$ cat src/rtl/i2c_defs.sv
// Shared definitions for the FALCON I2C configuration target.
// Holds the default bus address, the input glitch-filter length and the
// protocol state encoding used by i2c_slave_module.
package i2c_defs;

    // 0x48 appears as 0x90 (write) / 0x91 (read) on the wire, matching the camera side.
    localparam logic [6:0]  DEFAULT_DEVICE_ADDRESS = 7'h48;
    localparam int unsigned DEFAULT_FILTER_LENGTH  = 3;

    typedef enum logic [3:0] {
        IDLE       = 4'd0,
        ADDR       = 4'd1,
        ADDR_ACK   = 4'd2,
        REG        = 4'd3,
        REG_ACK    = 4'd4,
        WR_HI      = 4'd5,
        WR_HI_ACK  = 4'd6,
        WR_LO      = 4'd7,
        WR_LO_ACK  = 4'd8,
        RD_HI      = 4'd9,
        RD_HI_MACK = 4'd10,
        RD_LO      = 4'd11,
        RD_LO_MACK = 4'd12,
        IGNORE     = 4'd13
    } i2c_state_e;

endpackage

$ cat src/rtl/i2c_line_filter.sv
// Conditions one raw I2C pad level: 2-FF synchronizer, glitch filter that
// needs FilterLength consecutive equal samples before the filtered level
// changes, and single-clk rise/fall pulses on the filtered level.
// Ports:
//   clk, reset_n : clock, async active-low reset
//   raw          : raw pad level
//   level        : filtered level (idles high, like the bus)
//   rise, fall   : one-clk pulses coincident with a filtered level change
// Latency from raw to level/rise/fall is 2 + FilterLength clks.
module i2c_line_filter #(
    parameter int unsigned FilterLength = 3
) (
    input  logic clk,
    input  logic reset_n,
    input  logic raw,
    output logic level,
    output logic rise,
    output logic fall
);

    localparam int unsigned CntW = (FilterLength > 1) ? $clog2(FilterLength) : 1;

    logic [1:0]      sync;
    logic [CntW-1:0] cnt;

    // Counter tracks how long the synchronized input has disagreed with the filtered level.
    always_ff @(posedge clk or negedge reset_n) begin
        if (!reset_n) begin
            sync  <= 2'b11;
            cnt   <= '0;
            level <= 1'b1;
            rise  <= 1'b0;
            fall  <= 1'b0;
        end else begin
            sync <= {sync[0], raw};
            rise <= 1'b0;
            fall <= 1'b0;
            if (sync[1] == level) begin
                cnt <= '0;
            end else if (cnt == CntW'(FilterLength - 1)) begin
                level <= sync[1];
                rise  <= sync[1];
                fall  <= ~sync[1];
                cnt   <= '0;
            end else begin
                cnt <= cnt + CntW'(1);
            end
        end
    end

endmodule

$ cat src/rtl/i2c_slave_module.sv
// I2C target that lets an external host configure FALCON.
// Transaction: address byte, 8-bit register pointer, then 16-bit words MSB
// first (burst writes auto-increment the pointer). A read (R/W=1) streams
// 16-bit words fetched from the control fabric starting at the pointer.
// Ports:
//   clk, reset_n          : 50MHz clock, async active-low reset
//   scl_in, sda_in        : raw pad levels
//   sda_drive_low         : 1 = pull SDA low (open-drain)
//   wr_strobe             : one-clk pulse, wr_register/wr_data valid with it
//   rd_request            : one-clk pulse, rd_register valid with it
//   rd_data               : read word, sampled 2 clks after rd_request
//   busy                  : high from START until STOP (or reset)
module i2c_slave_module
    import i2c_defs::*;
#(
    parameter logic [6:0]  DeviceAddress = DEFAULT_DEVICE_ADDRESS,
    parameter int unsigned FilterLength  = DEFAULT_FILTER_LENGTH
) (
    input  logic        clk,
    input  logic        reset_n,
    input  logic        scl_in,
    input  logic        sda_in,
    output logic        sda_drive_low,
    output logic        wr_strobe,
    output logic [7:0]  wr_register,
    output logic [15:0] wr_data,
    output logic        rd_request,
    output logic [7:0]  rd_register,
    input  logic [15:0] rd_data,
    output logic        busy
);

    logic scl_lvl, scl_rise, scl_fall;
    logic sda_lvl, sda_rise, sda_fall;

    i2c_line_filter #(.FilterLength(FilterLength)) u_scl_filter (
        .clk     (clk),
        .reset_n (reset_n),
        .raw     (scl_in),
        .level   (scl_lvl),
        .rise    (scl_rise),
        .fall    (scl_fall)
    );

    i2c_line_filter #(.FilterLength(FilterLength)) u_sda_filter (
        .clk     (clk),
        .reset_n (reset_n),
        .raw     (sda_in),
        .level   (sda_lvl),
        .rise    (sda_rise),
        .fall    (sda_fall)
    );

    i2c_state_e  state;
    logic [2:0]  bit_cnt;
    logic [7:0]  shift;
    logic [7:0]  ptr;
    logic [7:0]  hi_byte;
    logic [15:0] rd_word;
    logic        rd_pend;
    logic        rw;
    logic        ack_phase;   // set on the 9th SCL rise; the next fall ends the ACK slot
    logic [7:0]  rx_byte;

    assign rx_byte = {shift[6:0], sda_lvl};

    // Protocol engine: START/STOP override everything, otherwise bit/ACK sequencing.
    always_ff @(posedge clk or negedge reset_n) begin
        if (!reset_n) begin
            state         <= IDLE;
            bit_cnt       <= '0;
            shift         <= '0;
            ptr           <= '0;
            hi_byte       <= '0;
            rd_word       <= '0;
            rd_pend       <= 1'b0;
            rw            <= 1'b0;
            ack_phase     <= 1'b0;
            sda_drive_low <= 1'b0;
            wr_strobe     <= 1'b0;
            wr_register   <= '0;
            wr_data       <= '0;
            rd_request    <= 1'b0;
            rd_register   <= '0;
            busy          <= 1'b0;
        end else begin
            wr_strobe  <= 1'b0;
            rd_request <= 1'b0;
            // Fabric word is valid two clks after the request pulse.
            rd_pend    <= rd_request;
            if (rd_pend) begin
                rd_word <= rd_data;
            end

            if (scl_lvl && sda_fall) begin
                state         <= ADDR;
                bit_cnt       <= '0;
                shift         <= '0;
                ack_phase     <= 1'b0;
                sda_drive_low <= 1'b0;
                busy          <= 1'b1;
            end else if (scl_lvl && sda_rise) begin
                state         <= IDLE;
                bit_cnt       <= '0;
                ack_phase     <= 1'b0;
                sda_drive_low <= 1'b0;
                busy          <= 1'b0;
            end else begin
                case (state)
                    ADDR, REG, WR_HI, WR_LO: begin
                        if (scl_rise) begin
                            shift   <= rx_byte;
                            bit_cnt <= bit_cnt + 3'd1;
                            if (bit_cnt == 3'd7) begin
                                ack_phase <= 1'b0;
                                case (state)
                                    ADDR: begin
                                        if (rx_byte[7:1] == DeviceAddress) begin
                                            rw    <= rx_byte[0];
                                            state <= ADDR_ACK;
                                        end else begin
                                            state <= IGNORE;
                                        end
                                    end
                                    REG: begin
                                        ptr   <= rx_byte;
                                        state <= REG_ACK;
                                    end
                                    WR_HI: begin
                                        hi_byte <= rx_byte;
                                        state   <= WR_HI_ACK;
                                    end
                                    default: begin
                                        wr_strobe   <= 1'b1;
                                        wr_register <= ptr;
                                        wr_data     <= {hi_byte, rx_byte};
                                        ptr         <= ptr + 8'd1;
                                        state       <= WR_LO_ACK;
                                    end
                                endcase
                            end
                        end
                    end

                    ADDR_ACK, REG_ACK, WR_HI_ACK, WR_LO_ACK: begin
                        if (scl_rise) begin
                            ack_phase <= 1'b1;
                            if (state == ADDR_ACK && rw) begin
                                rd_request  <= 1'b1;
                                rd_register <= ptr;
                            end
                        end
                        if (scl_fall) begin
                            if (!ack_phase) begin
                                sda_drive_low <= 1'b1;
                            end else begin
                                bit_cnt       <= '0;
                                sda_drive_low <= 1'b0;
                                case (state)
                                    ADDR_ACK: begin
                                        if (rw) begin
                                            state         <= RD_HI;
                                            sda_drive_low <= ~rd_word[15];
                                        end else begin
                                            state <= REG;
                                        end
                                    end
                                    REG_ACK:   state <= WR_HI;
                                    WR_HI_ACK: state <= WR_LO;
                                    default:   state <= WR_HI;
                                endcase
                            end
                        end
                    end

                    RD_HI, RD_LO: begin
                        if (scl_rise) begin
                            bit_cnt <= bit_cnt + 3'd1;
                            if (bit_cnt == 3'd7) begin
                                ack_phase <= 1'b0;
                                state     <= (state == RD_HI) ? RD_HI_MACK : RD_LO_MACK;
                            end
                        end
                        // bit_cnt already points at the next bit to present.
                        if (scl_fall) begin
                            if (state == RD_HI) begin
                                sda_drive_low <= ~rd_word[{1'b1, ~bit_cnt}];
                            end else begin
                                sda_drive_low <= ~rd_word[{1'b0, ~bit_cnt}];
                            end
                        end
                    end

                    RD_HI_MACK, RD_LO_MACK: begin
                        if (scl_rise) begin
                            if (sda_lvl) begin
                                state         <= IGNORE;
                                sda_drive_low <= 1'b0;
                            end else begin
                                ack_phase <= 1'b1;
                                if (state == RD_LO_MACK) begin
                                    ptr         <= ptr + 8'd1;
                                    rd_request  <= 1'b1;
                                    rd_register <= ptr + 8'd1;
                                end
                            end
                        end
                        if (scl_fall) begin
                            if (!ack_phase) begin
                                sda_drive_low <= 1'b0;
                            end else begin
                                bit_cnt <= '0;
                                if (state == RD_HI_MACK) begin
                                    state         <= RD_LO;
                                    sda_drive_low <= ~rd_word[7];
                                end else begin
                                    state         <= RD_HI;
                                    sda_drive_low <= ~rd_word[15];
                                end
                            end
                        end
                    end

                    default: begin
                        // IDLE and IGNORE wait for the next START/STOP.
                    end
                endcase
            end
        end
    end

endmodule

$ cat config.mk
export PLATFORM = sky130hd
export DESIGN_NAME = i2c_slave_module
export DESIGN_NICKNAME = d
export VERILOG_FILES = /design/src/rtl/i2c_defs.sv /design/src/rtl/i2c_line_filter.sv /design/src/rtl/i2c_slave_module.sv
export SDC_FILE = /design/constraint.sdc
export NUM_CORES = 1
export LEC_CHECK = 0
export ABC_CLOCK_PERIOD_IN_PS = 2500
export CAP_MARGIN = 20
export CELL_PAD_IN_SITES_DETAIL_PLACEMENT = 1
export CELL_PAD_IN_SITES_GLOBAL_PLACEMENT = 2
export CORE_UTILIZATION = 38
export CTS_CLUSTER_SIZE = 12
export DETAILED_ROUTE_END_ITERATION = 10
export PLACE_DENSITY_LB_ADDON = 0.1
export SYNTH_ARGS = -nofsm -noshare
export SYNTH_HDL_FRONTEND = slang
export SYNTH_SLANG_ARGS = --single-unit
$ cat constraint.sdc
create_clock -name clk -period 2.5 [get_ports clk]
set_input_delay 0.75 -clock clk [delete_from_list [all_inputs] [get_ports clk]]
set_output_delay 0.75 -clock clk [all_outputs]
set_load 0.05 [all_outputs]
# Yosys cells after proc, flatten, opt, wreduce, memory -nomap -nowiden
# Cells that the tools add are included.
dict set report op_classes {
  bitwise_logic 12
  eq_ne 43
  magnitude_cmp 2
  n_div 0
  reduce_logical 32
  add_sub_neg 4
  shifts 0
  muxes 93
  n_mul 0
}
# cell count
set op_table {}
lappend op_table {{4-bit two-way mux} 14}
lappend op_table {{8-bit two-way mux} 7}
lappend op_table {{8-bit one-hot mux with 2 select lines} 3}
lappend op_table {{1-bit two-way mux} 45}
lappend op_table {{7-bit two-way mux} 4}
lappend op_table {{4-bit by 3-bit != test with 1-bit output (second input constant)} 6}
lappend op_table {{4-bit equality test (second input constant)} 5}
lappend op_table {{3-bit two-way mux} 6}
lappend op_table {{6-bit AND reduction} 3}
lappend op_table {{4-bit by 3-bit equality test with 1-bit output (second input constant)} 4}
lappend op_table {{4-bit by 1-bit != test with 1-bit output (second input constant)} 4}
lappend op_table {{4-bit != test (second input constant)} 4}
lappend op_table {{4-bit one-hot mux with 4 select lines} 1}
lappend op_table {{7-bit AND reduction} 2}
lappend op_table {{2-bit != test (second input constant)} 6}
lappend op_table {{4-bit one-hot mux with 3 select lines} 1}
lappend op_table {{6-bit OR reduction} 2}
lappend op_table {{1-bit inverter} 11}
lappend op_table {{2-bit two-way mux} 5}
lappend op_table {{5-bit by 3-bit != test with 1-bit output (second input constant)} 2}
lappend op_table {{2-bit nonzero test} 5}
lappend op_table {{5-bit nonzero test} 2}
lappend op_table {{9-bit AND reduction} 1}
lappend op_table {{8-bit by 1-bit adder with 8-bit output (second input constant)} 1}
lappend op_table {{28 further kinds} 42}
dict set report word_totals {
  latchBits 0
  input_bits 20
  memories 0
  romBits 0
  ram_bits 0
  regBits 99
}

# Logic depth before layout (Yosys ltp)
# Gate-level depths: netlist of the first run.
dict set report logic_depth {
  ltp_word 9
  ltp_mapped 8
  mapped_depth_nobuf 7
}

# Modules after synthesis
# Synthesis of the first run repeated with hierarchy kept, for this count alone.
dict set report unflattened {
  cells_unflattened 402
  area_unflattened_um2 4698.3
}
# mod instances area_each_um2 cells_each seq_area_each_um2
set by_module_without_submodules {}
lappend by_module_without_submodules {i2c_slave_module 1 4210.3 374 2127.0}
lappend by_module_without_submodules {i2c_line_filter 2 244.0 14 178.9}

# Worst setup path before layout of the first run
# Ideal clock, no wire load.
dict set report synth_path {
  path_kind {flip-flop to flip-flop}
  from {reg bit_cnt[1]}
  to {reg wr_register[3]}
  synth_period_minus_slack_ns 1.886
  slack_ns 0.614
  arrival_ns 1.758
  path_buffers 1
  setup_time_ns 0.128
  path_stages_with_launch 7
  t_required_ns 2.372
  path_cell_list {dfrtp_1 ha_1 ha_1 nand3_1 nor3_4 buf_6 mux2_1}
}
dict set report synth_via {
  elab_chain_len 2
}
# item line_no
set synth_rtl {}
lappend synth_rtl {{start, declared} i2c_slave_module.sv:55} ;# logic [2:0] bit_cnt;
lappend synth_rtl {{start signal, assigned} i2c_slave_module.sv:113} ;# bit_cnt <= bit_cnt + 3'd1;
lappend synth_rtl {{start signal, assigned} i2c_slave_module.sv:178} ;# bit_cnt <= bit_cnt + 3'd1;
lappend synth_rtl {{3-bit equality test} i2c_slave_module.sv:114} ;# if (bit_cnt == 3'd7) begin
lappend synth_rtl {{6-bit AND reduction (no line)} n/a}
lappend synth_rtl {{end signal, assigned} i2c_slave_module.sv:135} ;# wr_register <= ptr;
lappend synth_rtl {{end, declared} i2c_slave_module.sv:25} ;# output logic [7:0] wr_register,
# No other way between the ends.
# A chain may end at the register's enable or synchronous reset.

# Worst setup path after layout of the first run
dict set report layout_path {
  from {reg wr_data[8]}
  to {out wr_data[8]}
}
# item line_no
set layout_lines {}
lappend layout_lines {{start, declared} i2c_slave_module.sv:26} ;# output logic [15:0] wr_data,
lappend layout_lines {{start signal, assigned} i2c_slave_module.sv:136} ;# wr_data <= {hi_byte, rx_byte};
# No word-level cell between the ends.

==> results of run 1 <==
[final timing paths]
check                                               start                        endpoint  slack (ps)  cells after the start
setup / recovery                   wr_data[8]$_DFFE_PN0P_                      wr_data[8]         220                      1
min in group clk           u_sda_filter.sync[0]$_DFF_PN1_  u_sda_filter.sync[1]$_DFF_PN1_         360                      0
max in group asynchronous                         reset_n  u_sda_filter.level$_DFFE_PN1P_        1540                      2
hold / removal                                    reset_n          rd_word[1]$_DFFE_PN0P_         290                      1
setup reg to reg                   bit_cnt[1]$_DFFE_PN0P_         wr_data[14]$_DFFE_PN0P_         370                      6
hold reg to reg            u_sda_filter.sync[0]$_DFF_PN1_  u_sda_filter.sync[1]$_DFF_PN1_         360                      0
[per-layer routing]
layer	vias up	track usage	wire (um)
li1	1561	-	-
met1	1678	0.265	5420
met2	56	0.282	4950
met3	14	0.0308	270
met4	0	0.0877	235
met5	-	0	0
[logic make-up (layout without fill, tap and decap cells)]
logic type	count (synthesis)	count (layout)	share of synthesized area
AND/OR/NAND/NOR	108	108	0.122
flip-flops	99	99	0.526
AO/OA/AOI/OAI	83	83	0.121
multiplexers	63	63	0.161
buffers and inverters	30	92	0.0408
XOR/XNOR	9	9	0.0167
adder cells (fa/ha/maj)	5	5	0.0122
[synth_stat cells (3+ instances only)]
cell | count | area (sq um)
buf_6 | 5 | 56.3
a21oi_1 | 21 | 105
inv_1 | 6 | 22.5
xnor2_1 | 7 | 61.3
dfrtp_1 | 93 | 2330
mux2i_1 | 5 | 50.1
o21ai_0 | 6 | 30.0
mux4_1 | 3 | 78.8
clkbuf_1 | 5 | 18.8
nand3_1 | 16 | 80.1
mux2_2 | 34 | 383
nor3_1 | 6 | 30.0
buf_4 | 6 | 45.0
mux2_1 | 20 | 225
a211oi_1 | 4 | 30.0
o21ai_1 | 13 | 65.1
buf_2 | 5 | 25.0
a31oi_1 | 3 | 18.8
nand2b_1 | 5 | 31.3
o22ai_1 | 5 | 31.3
nor2_1 | 21 | 78.8
nand2_1 | 35 | 131
ha_1 | 3 | 37.5
dfstp_2 | 6 | 158
a22o_1 | 9 | 78.8
[final cells by class]
type | instances | area, sq um
flip-flops and latches | 99 | 2480
clock inverters | 7 | 90.1
fillers | 1268 | 6300
inverters | 7 | 26.3
multi-input cells | 268 | 2040
clock buffers | 9 | 225
repair buffers | 69 | 678
well taps | 168 | 210
[power breakdown]
group	leakage, uW	switching (uW)	internal (uW)
sequential	0.00136	128	1690
clock	0.000156	668	806
combinational	0.00111	207	155
total	0.00263	1000	2650
[flip-flops by register name (all words and copies together) (netlist names), 2 cells and up]
register,cells
rd_word,16
wr_data,16
hi_byte,8
ptr,8
rd_register,8
wr_register,8
shift,7
state,4
bit_cnt,3
u_scl_filter.cnt,2
u_scl_filter.sync,2
u_sda_filter.cnt,2
u_sda_filter.sync,2
[metrics by stage]
step	hold WS (ps)	setup WS, ps
floorplan	345	614
global placement	346	434
detailed placement	348	402
CTS	294	188
global route	309	164
finish	288	218
==> results.md, run 1 <==
* Status: finished clean
* Post-synth EDFFs at 0
* Root Buffer: clkbuf_16
* Vias per cell at 5.28
* Pins Over Slew Limit at 0
* #FFs+latches synth at 99
* Fmax at 0.438 GHz
* Cts hold-fix bufs at 0
* Crit path buf inv count at 1
* Pin slew with the least headroom to its limit at 681 ps
* Post-place instance area at 0.00544 sq mm
* Clock-pin slew on the worst setup and hold paths at 70 ps
* Setup Crit Path Kind: reg -> out
* Utilization after layout at 0.477
* TritonCTS clock tree: built
* Rows at 40
* Startpoint types: flop
* Via count at 3,309
* Pleak at 0.00263 uW
* Commonest non-fill, non-tap cell in the layout: dfrtp_1
* Layout Nets at 477
* CP Capture Type: output port
* Initial antenna violation count at 0
* Clock sink count at 99
* # diodes at 0
* Port bufs at 55
* Initial DRC count at 87
* Worst EP required at 1750 ps
* Total power at 3650 uW
* Pwr per Cell Area at 634 mW/mm^2
* Post-CTS sizing at 0
* Wirelength per Cell at 17.3 um
* Final setup vio count at 0
* Design area at 0.00576 sq mm
* CTS HTree Levels at 3
* Starting Density at 0.391
* Ports at 56
* RSZ-0062 raised after global routing: false
* Setup Fix Bufs, Post-CTS at 0
* Sequential share of the synthesized area at 0.526
* Layout cell share with drive strength beyond 1 at 0.187
* First-pass GRT wire length at 18,600 um
* Clock skew at 8.32 ps
* Hpwl dp at 7630 um
* Library cells used by synthesis at 68
* Number of CTS-inserted buffers at 9
* Worst rel slew slack at 0.546
* Cells after Synth at 397
* Warnings from Yosys at 0
* Post-synthesis async set-or-reset flop share at 1.00
* Die height at 113 um
* Worst skew pair latency at 360 ps
* Max_cap viols at 0
* Total Routed Length at 10,900 um
* Cell Count, Final, Fillers Out at 627
* Tcrit/Tclk final at 0.913
* Worst endpoint data arrival time at 1530 ps
* DIE AREA at 0.0129 sq mm
* DP Cell Count at 611
* CORE AREA at 0.0121 sq mm
* Grt ovf at 0
* Slowest CP cell: clkdlybuf4s50_1
* Cell area after synthesis at 0.00472 sq mm
* Most frequent cells in the layout: dfrtp_1 (93), clkdlybuf4s50_1 (54), nand2_1 (35)
* Synth Flop Type: dfrtp_1
* Fin crit period at 2280 ps
* TNS Setup at 0 ps
* Max Root-Sink Buffers at 2
* Final Hold Vio Count at 0
* Worst vdd ir at 0.531 mV
* Antenna Violating Nets Remaining at 0
* Vias in the first global route at 3,442
* Min-delay worst type: in -> async
* Gpl congestion at 0.759
* Die width at 113 um
* Cell family with the largest share of critical-path delay: buffers and inverters
* Largest net degree at the start of global routing at 61
* P&R area growth vs syn at 22.0%
* Drt first pass iters at 4
* Mean Syn Cell Area at 11.9 sq um
* Global-route usage over all layers at 0.188
* Mapped Nets at 420
* Critical Path Fanout Max at 2
* DR DRC count at 0
* Critical path cell sequence: clkdlybuf4s50_1
* Slowest stage delay, CP at 810 ps
(Power assumes the default switching activity.)
==> run 2: changes to the inputs <==
--- a/config.mk
+++ b/config.mk
@@ -9,10 +9,13 @@
 export CAP_MARGIN = 20
 export CELL_PAD_IN_SITES_DETAIL_PLACEMENT = 1
 export CELL_PAD_IN_SITES_GLOBAL_PLACEMENT = 2
+export CORE_ASPECT_RATIO = 1.5
 export CORE_UTILIZATION = 38
+export CTS_CLUSTER_DIAMETER = 50
 export CTS_CLUSTER_SIZE = 12
 export DETAILED_ROUTE_END_ITERATION = 10
 export PLACE_DENSITY_LB_ADDON = 0.1
+export SETUP_SLACK_MARGIN = 0.02
 export SYNTH_ARGS = -nofsm -noshare
 export SYNTH_HDL_FRONTEND = slang
 export SYNTH_SLANG_ARGS = --single-unit
==> results.md, run 2 (same netlist as run 1, synthesis figures left out) <==
* Slowest CP cell: clkdlybuf4s50_1
* Biggest regs: rd_word x16, wr_data x16
* Setup Crit Path Kind: reg -> out
* Most frequent cells in the layout: dfrtp_1 (93), clkdlybuf4s50_1 (54), nand2_1 (35)
* Clock sink count at 99
* Fin crit period at 2280 ps
* Setup Fix Bufs, Post-CTS at 0
* Fmax at 0.439 GHz
* Critical Path Fanout Max at 2
* Number of CTS-inserted buffers at 9
* Drt first pass iters at 4
* Gpl congestion at 0.840
* CTS HTree Levels at 3
* P&R area growth vs syn at 21.5%
* DIE AREA at 0.0129 sq mm
* Crit path buf inv count at 1
* Worst vdd ir at 0.338 mV
* Worst skew pair latency at 350 ps
* Pleak at 0.00262 uW
* Cell family with the largest share of critical-path delay: buffers and inverters
* Layout Nets at 479
* TNS Setup at 0 ps
* Root Buffer: clkbuf_16
* Vias per cell at 5.40
* Pin slew with the least headroom to its limit at 722 ps
* Global-route usage over all layers at 0.189
* CP Capture Type: output port
* Commonest non-fill, non-tap cell in the layout: dfrtp_1
* Clock-pin slew on the worst setup and hold paths at 80 ps
* Pwr per Cell Area at 619 mW/mm^2
* Post-CTS sizing at 0
* Port bufs at 55
* Pins Over Slew Limit at 0
* Total Routed Length at 11,200 um
* Rows at 49
* Fill cell count at 1,285
* RSZ-0062 raised after global routing: false
* Largest net degree at the start of global routing at 43
* Antenna Violating Nets Remaining at 0
* Max_cap viols at 0
* Worst rel slew slack at 0.519
* Final setup margin at 222 ps
* Worst EP required at 1750 ps
* Via count at 3,314
* TritonCTS clock tree: built
* Worst endpoint data arrival time at 1530 ps
* Startpoint types: flop
* Die width at 93.0 um
* Max Root-Sink Buffers at 2
* Final Hold Vio Count at 0
* Wirelength per Cell at 18.2 um
* Die height at 139 um
* Grt ovf at 0
* Critical path cell sequence: clkdlybuf4s50_1
* Starting Density at 0.391
* Layout cell share with drive strength beyond 1 at 0.191
* # diodes at 0
* WHS at 341 ps
* Initial antenna violation count at 0
* Total power at 3550 uW
* Hpwl dp at 8010 um
* Place WS at 340 ps
* Vias in the first global route at 3,677
* Ports at 56
* DR DRC count at 0
* Clock skew at 11.5 ps
* Slowest stage delay, CP at 810 ps
* Cts hold-fix bufs at 0
* Initial DRC count at 114
* Min-delay worst type: in -> async
* Tcrit/Tclk final at 0.911
* Status: finished clean
* CORE AREA at 0.0121 sq mm
* First-pass GRT wire length at 19,100 um
* Final setup vio count at 0
[run 2: layer usage]
metal | vias up | part of all wire | routed length (um) | global-route usage
met5 | - | 0 | 0 | 0
met4 | 0 | 0.025 | 274 | 0.0713
met3 | 17 | 0.024 | 270 | 0.0325
met2 | 57 | 0.54 | 5990 | 0.340
met1 | 1680 | 0.42 | 4640 | 0.221
li1 | 1560 | - | - | -
[run 2: layout make-up]
type | instances | area [sq um] | area share
Timing Repair Buffer | 71 | 693 | 0.121
Inverter | 7 | 26.3 | 0.00458
Sequential cell | 99 | 2480 | 0.433
Tap cell | 153 | 191 | 0.0334
Multi-Input combinational cell | 268 | 2040 | 0.356
Clock buffer | 10 | 239 | 0.0417
Clock inverter | 6 | 56.3 | 0.00982
[run 2: where the power goes]
part / internal (uW) / switching (uW) / leakage [uW]
clock network: 724 / 643 / 0.000143
logic: 156 / 203 / 0.00112
registers: 1690 / 141 / 0.00136
[run 2: final timing paths]
path                                                start  cells past startpoint                        endpoint  slack, ps
setup / recovery               wr_register[6]$_DFFE_PN0P_                      1                  wr_register[6]        220
hold / removal                                    reset_n                      1      rd_register[7]$_DFFE_PN0P_        340
setup reg to reg                     state[3]$_DFFE_PN0P_                      5      rd_register[2]$_DFFE_PN0P_        350
hold reg to reg            u_scl_filter.sync[0]$_DFF_PN1_                      0  u_scl_filter.sync[1]$_DFF_PN1_        360
max in group asynchronous                         reset_n                      2            state[1]$_DFFE_PN0P_       1500
min in group clk           u_scl_filter.sync[0]$_DFF_PN1_                      0  u_scl_filter.sync[1]$_DFF_PN1_        360
[run 2: metrics by stage]
step                cells  area [sq um]   util
detailed placement    598          5440  0.450
global route          614          5740  0.475
floorplan             397          4720      -
global placement      598          5440  0.450
CTS                   614          5740  0.475
finish                614          5740  0.475
==> patch 1, RTL diff (config.mk and constraints of run 1) <==
Make the reset (`reset_n`) synchronous in 2 clocked blocks. Comments in the files are not updated.
--- a/src/rtl/i2c_line_filter.sv
+++ b/src/rtl/i2c_line_filter.sv
@@ -24,7 +24,7 @@
     logic [CntW-1:0] cnt;
 
     // Counter tracks how long the synchronized input has disagreed with the filtered level.
-    always_ff @(posedge clk or negedge reset_n) begin
+    always_ff @(posedge clk) begin
         if (!reset_n) begin
             sync  <= 2'b11;
             cnt   <= '0;
--- a/src/rtl/i2c_slave_module.sv
+++ b/src/rtl/i2c_slave_module.sv
@@ -65,7 +65,7 @@
     assign rx_byte = {shift[6:0], sda_lvl};
 
     // Protocol engine: START/STOP override everything, otherwise bit/ACK sequencing.
-    always_ff @(posedge clk or negedge reset_n) begin
+    always_ff @(posedge clk) begin
         if (!reset_n) begin
             state         <= IDLE;
             bit_cnt       <= '0;
Formal check against the unedited RTL: same outputs for any inputs over 4 cycles, from zero or initial values and one cycle with reset_n low; that may be too few to reach the edited logic, so the function may still have changed.
==> patch 1 against run 1 <==
Die area is 4.2% lower. Critical path type unchanged. Cell area is 3.8% lower. Count of clock-buffer cells in the layout is 2 higher. Routed wire length is 8.9% higher. Synthesized cell count is 31% higher. Synthesized area is 4.3% lower. Sequential cell count stayed put. Setup slack better by 0.032 ns. The run now ends with DRC left.
Power is not compared: it rests on default switching activity, and its combinational part moved more than twofold at a synthesized area within 25%.
==> patch 1: results (changes against run 1) <==
[run_status]
status = complete, but fails checks
violations = DRC

[detailed_routing]
route.met2.wl_mm = 5.66  ; +14%
drc = 4  ; +4
drt_iter0_drc = 208  ; +140%
wl_met1_mm = 5.67  ; +4.6%
routed_wl_mm = 11.8  ; +8.9%
vias_per_cell = 5.38  ; +1.8%
met3_length_um = 338  ; +25%

[placement]
place_ws_ns = 0.399  ; -0.00269 ns
place_hpwl_mm = 8.54  ; +12%

[synthesis]
ys_seq_area_share_pct = 43.9  ; -8.8 points
synth_compound_area_share_pct = 15.8  ; +3.7 points
synthXorXnorAreaFrac_pct = 2.10  ; +0.43 points
synth_cell_types = 63  ; -7.4%
muxShareOfSynthArea_pct = 10.2  ; -5.9 points
synth_common_cells = dfxtp_1, nand2_1, nor2_1, a21oi_1, mux2i_1
synth_area_leaders = dfxtp_1, mux2i_1, nand2_1

[timing]
max_freq_mhz = 444  ; +1.4%
finalClockSkew_ns = 0.0108  ; +0.00252 ns
slew_headroom_pct = 39.0  ; -16 points

[grt]
first_global_vias = 3972  ; +15%
grt_start_max_net_pins = 31  ; -49%

[final_layout]
fin_nets = 597  ; +25%

[critical_path]
critPathLaunch = sda_drive_low
r2r_end = rd_register[3]

[floorplanning]
placementRows = 39  ; -2.5%

[hold_path]
hold_class = register to register

-- patch 1: cell type report --
cell class	count	area [sq um]
inverter	5	18.8
tap	143	179
multi-input combinational	379	2330
timing repair buffer	78	723
clock buffer	11	243
clock inverter	5	61.3
sequential	99	1980
fill	1390	5980
-- patch 1: layer usage --
layer,global-route usage (%),vias up
met4,8.38,0
li1,-,1927
met1,25.8,1872
met5,0,-
met3,3.12,11
met2,33.8,60
-- patch 1: through the flow --
| stage | hold WS (ns) | std cells | power [W] | util (%) | instance area, sq um |
|---|---|---|---|---|---|
| final | 0.407 | 720 | 0.00307 | 48.1 | 5540 |
| after global routing | 0.430 | 720 | 0.00319 | 48.1 | 5540 |
| after CTS | 0.414 | 720 | 0.00312 | 48.1 | 5540 |
| after detailed placement | 0.398 | 704 | 0.00169 | 45.5 | 5240 |
| after global placement | 0.391 | 704 | 0.00169 | 45.5 | 5240 |
| after floorplan | 0.386 | 519 | 0.00164 | - | 4520 |
==> patch 2, RTL diff (settings of run 1) <==
Without the edit above. `DEFAULT_FILTER_LENGTH`: 3 -> 6.
--- a/src/rtl/i2c_defs.sv
+++ b/src/rtl/i2c_defs.sv
@@ -5,7 +5,7 @@
 
     // 0x48 appears as 0x90 (write) / 0x91 (read) on the wire, matching the camera side.
     localparam logic [6:0]  DEFAULT_DEVICE_ADDRESS = 7'h48;
-    localparam int unsigned DEFAULT_FILTER_LENGTH  = 3;
+    localparam int unsigned DEFAULT_FILTER_LENGTH  = 6;
 
     typedef enum logic [3:0] {
         IDLE       = 4'd0,
Check against the original RTL: same outputs for any inputs over 4 cycles, from zero or initial values and one cycle with reset_n low; that may be too few to reach the edited logic, so the function may still have changed.
==> patch 2 against run 1 <==
Cell area is 2.3% higher. Critical path depth stayed put. Sequential share of layout area is 0.13 points lower. Synthesized area up 3.0%. Non-clock buffer count is 1 lower. Sequential cell count increased by 2. Final cell count rose by 3.2%. Setup slack got worse by 0.026 ns. Highest routed layer unchanged. Clock skew is 0.00099 ns higher. Routed wire length up 7.1%. Critical path type unchanged. Via count grew 4.7%. Synthesized cell count up 5.3%.
Power is not compared: it rests on default switching activity, and its combinational part moved more than twofold at a synthesized area within 25%.
==> patch 2: results (changes against run 1) <==
[run_status]
status = complete, no violations

[synthesis]
syn-instance-count = 418  ; +5.3%
syn_nets = 441  ; +5.0%
synth_area_leaders = dfrtp_1, mux2_2, dfstp_2
syn_area_per_cell_sq_um = 11.6  ; -2.2%
yosys.area_share.adder_pct = 0.772  ; -0.45 points
synthXorXnorAreaFrac_pct = 1.80  ; +0.13 points
ys_seq_area_share_pct = 52.1  ; -0.51 points
synth_compound_area_share_pct = 13.1  ; +1.0 points
synth_common_cells = dfrtp_1, mux2_2, nand2_1, nor2_1, o21ai_0
synth_cell_types = 64  ; -5.9%
muxShareOfSynthArea_pct = 14.3  ; -1.8 points

[grt]
met3_usage_pct = 4.69  ; +1.6 points
grt.met1_usage_pct = 26.9  ; +0.46 points
grt_usage_pct = 19.5  ; +0.74 points
grt_pass1_wl_mm = 19.8  ; +6.2%
grt_start_max_net_pins = 102  ; +67%
gr-usage-met2_pct = 30.2  ; +2.0 points

[final_layout]
fin_nets = 497  ; +4.2%
clkbuf_count = 11  ; +2
diodes = 0  ; unchanged
fillCellCount = 1316  ; +3.8%
seq_area_share_pct = 43.0  ; -0.13 points
nNonClkInverters = 8  ; +1
multi_input_cells = 286  ; +6.7%
drive_gt1_share_pct = 22.3  ; +3.6 points
nNonClkBuffers = 68  ; -1.4%
nonClkBufAreaFrac_pct = 11.4  ; -0.39 points
multi_input_area_share_pct = 36.8  ; +1.3 points
utilization_pct = 48.1  ; +0.31 points
clockNetworkAreaShare_pct = 4.71  ; -0.76 points

[detailed_routing]
wl_met1_mm = 5.65  ; +4.3%
vias = 3465  ; +4.7%
route.met2.wl_mm = 5.45  ; +10%
wire_per_inst_um = 18.0  ; +3.8%
routed_wl_mm = 11.6  ; +7.1%
drt_iter0_drc = 196  ; +130%
met3_length_um = 420  ; +56%

[timing]
hold_slack_ns = 0.357  ; +0.0682 ns
tightest_slew_ns = 0.661  ; -0.0197 ns
finalClockSkew_ns = 0.00930  ; +0.000986 ns

[critical_path]
r2r_setup_slack_ns = 0.29  ; -0.08 ns
reg2regPathDepth = 4  ; -2
r2r_start = state[3]
r2r_end = state[3]
arrival_ns = 1.56  ; +0.03 ns

[placement]
placed_area_sq_um = 5620  ; +3.1%
io_buffers = 55  ; unchanged
place_hpwl_mm = 8.01  ; +5.0%
gp_congestion = 0.830  ; +9.4%

[clock_tree]
cts.sinks = 101  ; +2.0%

==> patch 2: cell types whose count changed after synthesis, moves of 4 or more <==
| cell | before | now |
|---|---|---|
| mux2_1 | 20 | 0 |
| mux2_2 | 34 | 54 |
| nand3b_1 | 0 | 4 |
| nor3b_1 | 1 | 5 |
| a211oi_1 | 4 | 0 |
| o21ai_1 | 13 | 0 |
| o22ai_1 | 5 | 1 |
| o21ai_0 | 6 | 20 |
| clkbuf_1 | 5 | 11 |
| nand2b_1 | 5 | 9 |
==> patch 2: how the worst max path moves through the flow <==
| stage | startpoint | end | slack, ns | depth (start not counted) |
|---|---|---|---|---|
| after global placement | state[1] | hi_byte[3] | 0.34 | 4 |
| after floorplan | bit_cnt[0] | wr_data[0] | 0.54 | 6 |
| final | busy | busy | 0.19 | 1 |
| after detailed placement | state[3] | ptr[5] | 0.29 | 6 |
| after global routing | state[3] | state[1] | 0.07 | 5 |
| after CTS | busy | busy | 0.17 | 1 |
